## src/rtl/usr_sequencer.sv

```systemverilog
// Command sequencer for the 4-bit universal shift register: expands one
// accepted command into a per-cycle select/data pattern and pulses done at the end.
module usr_sequencer #(
    parameter int WIDTH = 4,
    parameter int CNT_W = 3
) (
    input  logic             clk,
    input  logic             rst_n,
    input  logic             cmd_valid,
    output logic             cmd_ready,
    input  logic [2:0]       cmd_op,
    input  logic [CNT_W-1:0] cmd_count,
    input  logic [WIDTH-1:0] cmd_data,
    input  logic             cmd_fill,
    input  logic [WIDTH-1:0] usr_q,
    output logic [1:0]       select,
    output logic [WIDTH-1:0] p_din,
    output logic             s_left_din,
    output logic             s_right_din,
    output logic             busy,
    output logic             done,
    output logic             err
);

    typedef enum logic [1:0] {
        IDLE,
        RUN,
        DONE
    } state_t;

    localparam logic [2:0] OP_NOP  = 3'd0;
    localparam logic [2:0] OP_LOAD = 3'd1;
    localparam logic [2:0] OP_SHR  = 3'd2;
    localparam logic [2:0] OP_SHL  = 3'd3;
    localparam logic [2:0] OP_ROR  = 3'd4;
    localparam logic [2:0] OP_ROL  = 3'd5;

    localparam logic [1:0] SEL_HOLD  = 2'd0;
    localparam logic [1:0] SEL_RIGHT = 2'd1;
    localparam logic [1:0] SEL_LEFT  = 2'd2;
    localparam logic [1:0] SEL_LOAD  = 2'd3;

    // Counter is one bit wider so a zero count field can represent 2^CNT_W.
    localparam logic [CNT_W:0] ONE_COUNT  = {{CNT_W{1'b0}}, 1'b1};
    localparam logic [CNT_W:0] FULL_COUNT = {1'b1, {CNT_W{1'b0}}};

    state_t           state;
    logic [2:0]       op;
    logic [CNT_W:0]   cnt;
    logic             err_flag;
    logic             sl_reg;
    logic             sr_reg;
    logic [CNT_W:0]   eff_count;
    logic [1:0]       run_select;

    always_comb begin
        eff_count = {1'b0, cmd_count};
        if (cmd_op == OP_LOAD) begin
            eff_count = ONE_COUNT;
        end else if (cmd_count == '0) begin
            eff_count = FULL_COUNT;
        end
    end

    always_comb begin
        run_select = SEL_HOLD;
        case (cmd_op)
            OP_LOAD:        run_select = SEL_LOAD;
            OP_SHR, OP_ROR: run_select = SEL_RIGHT;
            OP_SHL, OP_ROL: run_select = SEL_LEFT;
            default:        run_select = SEL_HOLD;
        endcase
    end

    // Outputs are set on the entry edge so the pattern is present for the whole
    // first RUN cycle; the counter counts RUN cycles, leaving RUN when it hits one.
    always_ff @(posedge clk or negedge rst_n) begin
        if (!rst_n) begin
            state    <= IDLE;
            op       <= OP_NOP;
            cnt      <= '0;
            err_flag <= 1'b0;
            select   <= SEL_HOLD;
            p_din    <= '0;
            sl_reg   <= 1'b0;
            sr_reg   <= 1'b0;
            busy     <= 1'b0;
            done     <= 1'b0;
            err      <= 1'b0;
        end else begin
            case (state)
                IDLE: begin
                    if (cmd_valid) begin
                        state    <= RUN;
                        op       <= cmd_op;
                        cnt      <= eff_count;
                        err_flag <= (cmd_op > OP_ROL);
                        select   <= run_select;
                        if (cmd_op == OP_LOAD) begin
                            p_din <= cmd_data;
                        end
                        sl_reg   <= (cmd_op == OP_SHL) & cmd_fill;
                        sr_reg   <= (cmd_op == OP_SHR) & cmd_fill;
                        busy     <= 1'b1;
                    end
                end
                RUN: begin
                    if (cnt == ONE_COUNT) begin
                        state  <= DONE;
                        select <= SEL_HOLD;
                        sl_reg <= 1'b0;
                        sr_reg <= 1'b0;
                        done   <= 1'b1;
                        err    <= err_flag;
                    end else begin
                        cnt <= cnt - ONE_COUNT;
                    end
                end
                DONE: begin
                    state <= IDLE;
                    done  <= 1'b0;
                    err   <= 1'b0;
                    busy  <= 1'b0;
                end
                default: state <= IDLE;
            endcase
        end
    end

    assign cmd_ready = rst_n & (state == IDLE);

    // Rotates feed back the live register value so every edge sees the current bit.
    assign s_left_din  = (state == RUN && op == OP_ROL) ? usr_q[WIDTH-1] : sl_reg;
    assign s_right_din = (state == RUN && op == OP_ROR) ? usr_q[0]       : sr_reg;

endmodule
```

## config.mk

```make
export PLATFORM = sky130hd
export DESIGN_NAME = usr_sequencer
export DESIGN_NICKNAME = d
export VERILOG_FILES = /design/src/rtl/usr_sequencer.sv
export SDC_FILE = /design/constraint.sdc
export NUM_CORES = 1
export LEC_CHECK = 0
export CAP_MARGIN = 15
export CORE_UTILIZATION = 46
export DETAILED_ROUTE_END_ITERATION = 8
export GPL_ROUTABILITY_DRIVEN = 0
export PLACE_DENSITY = 0.77
export RECOVER_POWER = 25
export REMOVE_ABC_BUFFERS = 1
export SKIP_LAST_GASP = 1
export SYNTH_ARGS = -nofsm -noshare
export SYNTH_HDL_FRONTEND = slang
export SYNTH_SLANG_ARGS = --single-unit
```

## constraint.sdc

```tcl
create_clock -name clk -period 2.4 [get_ports clk]
set_input_delay 0.72 -clock clk [delete_from_list [all_inputs] [get_ports clk]]
set_output_delay 0.72 -clock clk [all_outputs]
set_load 0.1 [all_outputs]
```

After elaboration in Yosys (flattened, before gate mapping) --
Cells that the tools add are included.
Word-level totals: input bits 18, output and inout bits 12, bits in registers 21, logic and storage cells 70
Operators by class: reduce and logical (&&, ||, !) cells 16, equality and inequality tests 13, muxes and demuxes 25, add/subtract/negate cells 1, $lt $le $gt $ge 1, bitwise operators 3
Operator list (number):
- two-way mux 4 bit | 4
- == test 3 bit (second input constant) | 4
- case mux 1 bit (2 select lines) | 5
- AND reduction 3 bit | 3
- two-way mux 1 bit | 8
- two-way mux 2 bit | 4
- case mux 2 bit (2 select lines) | 2
- case mux 4 bit (2 select lines) | 1
- AND reduction 2 bit | 4
- == test 3 x 2 -> 1 bit (second input constant) | 2
- inequality test 2 bit (second input constant) | 3
- case mux 2 bit (3 select lines) | 1
- nonzero test 2 bit | 3
- == test 4 x 1 -> 1 bit (second input constant) | 1
- OR reduction 2 bit | 2
- subtractor 4 x 1 -> 4 bit (second input constant) | 1
- AND 1 bit | 3
- == test 3 x 1 -> 1 bit (second input constant) | 1
- > comparator 3 bit (second input constant) | 1
- zero test 3 bit | 1
- == test 2 x 1 -> 1 bit (second input constant) | 1
- == test 2 bit (second input constant) | 1
- logical AND 1 bit | 2
- zero test 2 bit | 1

Logic depth before layout (Yosys ltp) --
depth in word-level cells 5, mapped depth 6, gate-level depth less buffers 5

Worst setup path before layout --
No wires, ideal clock.
path kind input to output, from in rst_n, to out cmd_ready, path slack -1.222 ns, data arrival time 2.902 ns, data required time 1.680 ns, cell stages on the path 1, buffers on the path 0, cells stage by stage nor3b_1
Between the ends: longest elaborated chain between the ends 1
RTL lines:
- from (decl) | RTL line 8 | input logic rst_n,
- AND 1 bit | RTL line 130 | assign cmd_ready = rst_n & (state == IDLE);
- to (decl) | RTL line 10 | output logic cmd_ready,
No other way between the ends.

Worst setup path in the final report --
from reg state[1], to out s_left_din
Between the ends: longest elaborated chain between the ends 3
RTL lines:
- from (decl) | RTL line 47 | state_t state;
- from (signal assigned) | RTL line 79 | state <= IDLE;
- from (signal assigned) | RTL line 94 | state <= RUN;
- from (signal assigned) | RTL line 109 | state <= DONE;
- == test 2 x 1 -> 1 bit | RTL line 133 | assign s_left_din = (state == RUN && op == OP_ROL) ? usr_q[WIDTH-1] : sl_reg;
- logical AND 1 bit | RTL line 133
- two-way mux 1 bit | RTL line 133
- to (decl) | RTL line 18 | output logic s_left_din,
No other way between the ends.

==> metrics.txt <==
CTS Buf Count=3; routed len/inst=13.9 um; port bufs=27; Crit Path Max Fanout=8; Slew Viols, Final=0; core area=roughly 2200 um2; Die H=slightly above 50 um; max-cap violation count=0; commonest non-fill, non-tap cell in the layout=dfrtp_1; VDD IR max=between 1 and 1.5 mV; placed wire-length estimate=~1600 um; largest net degree at the start of global routing=22; RSZ-0062 raised after global routing=true; Synth warnings=0; CTS Buffer Depth=2; most frequent cells in the layout=dfrtp_1 (21), buf_4 (19), clkdlybuf4s50_1 (14), nand2_1 (10); vias in the first global route=860; synthesis-stage register bit count=21; synthesized instance count=between 90 and 100; DR vias=900; vias per cell=~5.4; Post-CTS Hold Buffers=0; post-synth top area share=48.7%; CTS tree=done; synth top area cells=dfrtp_1 (49%), mux2_2 (6.3%), mux2_4 (5.6%), nand2_1 (3.5%), a31oi_1 (2.9%); clk sink count=21; fmax=roughly 420 MHz; Die Span X=between 50 and 60 um; type of the worst min-delay path=reg -> reg; Initial Util=between 40% and 50%; Synth cell types=34; CP startpoint kind=flop; Site Rows=17; reg2reg start=state[0]; worst-margin pin slew=roughly 1100 ps; CP endpoint kind=output pin; min Tclk post-route=about 2400 ps; fin nets=around 160; Setup crit end=s_left_din; P_leak=approximately 0.72 nW; setup slack after layout=between 40 and 50 ps; DIE AREA=approximately 2500 um2; worst hold margin=approximately 490 ps; clock skew=roughly 7.4 ps; number of remaining DRC errors=0; # diodes=0; Final Hold Fails=0; Worst R2R End=p_din[0]; slew margin rel.=around 25%; WP data required=about 1700 ps; Syn-to-layout area delta=41.5%; initial antenna violation count=0; grt ovf=0; Ports=30; Worst Path Arrival=roughly 1600 ps; final number of setup-violating endpoints=0; pre-CTS setup slack=-7.84 ps; share of layout cells above drive strength 1=about a third; clk_lat worst skew=between 300 and 400 ps; gr usage total=20.9%; CP Class=reg -> out; H-tree depth=1; antenna-violating nets left=0; post-synthesis instance area=~1100 um2; flop2flop setup slack=approximately 690 ps; Regs by FF count=cnt x4, p_din x4, op x3; first-pass detailed-route iteration total=4; # fillers=between 150 and 200; number of DRC markers in iteration 0=17; R2R cell count=4; Syn Area/Cell=around 11 um2; register area share after synthesis=a little under 50%; fin crit share=roughly 100%; clock-pin slew on the worst setup and hold paths=about 120 ps; Synth area leader=dfrtp_1; clock root buffer=clkbuf_4; drt total wl=roughly 2300 um; status=finished clean; pwr dens=between 1000 and 1500 nW/um2; first-pass GRT wire length=just under 4000 um; Worst setup startpoint=state[1]
cells by family (layout without fill, tap and decap cells):
kind of cell / Yosys count / after routing / share of synthesized area (%)
buffers and inverters: 11 / 50 / 5.34
multiplexers: 11 / 11 / 12.8
adder cells (fa/ha/maj): 2 / 2 / 2.32
AND/OR/NAND/NOR: 34 / 34 / 18.9
XOR/XNOR: 1 / 1 / 0.812
flip-flops: 21 / 21 / 48.7
AO/OA/AOI/OAI: 19 / 19 / 11.1
worst min path at each step:
stage,startpoint,to,cells after the start
4_1_cts,done,done,2
5_1_grt,sr_reg,sr_reg,1
2_1_floorplan,rst_n,busy,0
6_report,done,done,2
3_5_place_dp,done,done,2
3_3_place_gp,done,done,2
final cells by class:
class / count / area, um2 / share of cell area [%]
clock buffer: 4 / 26.3 / 1.72
timing repair buffer: 40 / 379 / 24.8
sequential: 21 / 526 / 34.4
inverter: 6 / 22.5 / 1.48
tap: 28 / 35.0 / 2.30
multi-input combinational: 67 / 538 / 35.2
power breakdown:
group | total [mW] | switching, mW | internal (mW)
Combinational | 1.38 | 0.883 | 0.496
Sequential | 0.628 | 0.124 | 0.505
Clock | 0.171 | 0.106 | 0.0649
metal layers:
metal	GRT usage (%)	vias up	share of wire, %
met5	0	-	0
met4	13.9	0	2.3
met2	32.7	34	48
met3	3.03	4	5.9
li1	-	437	-
met1	26.8	425	43
metrics by stage:
step / power (mW) / util, % / instance area, um2 / instances / setup TNS (ps)
final: 2.18 / 69.0 / 1530 / 166 / 0
after global routing: 2.29 / 69.0 / 1530 / 166 / -37.5
after CTS: 2.16 / 68.5 / 1520 / 166 / -33.4
after detailed placement: 1.92 / 65.0 / 1440 / 160 / -7.84
after global placement: 1.89 / 65.0 / 1440 / 160 / 0
after floorplan: 1.57 / - / 1040 / 94 / -1220
worst max-delay path, cell delays in order, from the launching register on:
cell and delay (ps):
dfrtp_1 410, buf_6 140, nor2b_4 110, nand4b_1 150, mux2_4 350, buf_12 170
cell usage after synthesis:
cell       number
or3b_1          2
buf_6           2
nand3_1         3
o21ba_2         1
ha_1            2
a21oi_1         4
clkbuf_1        2
nand4_1         1
nor3b_1         1
nor2b_1         1
dfrtp_1        21
and3b_1         1
nand2b_1        3
or3b_2          1
nand4bb_1       1
mux2i_1         1
nor4b_1         2
or2_1           1
o21ai_0         4
inv_1           6
nand3b_1        1
nand2_1        10
nor4_1          2
o31a_1          1
mux2_4          4
buf_2           1
nor2_1          2
a31o_2          2
xor2_1          1
a31oi_1         5
nand4b_1        1
and2_1          1
mux2_2          6
o22ai_1         2
timing repair:
item	CTS	global route
gates cloned	0	0
setup endpoints to repair	2	3
resized for setup	7	5
setup buffers	2	0
endpoints found under the hold margin	0	0
pin swaps	1	1
Note: power is estimated with default switching activity, not from simulation.
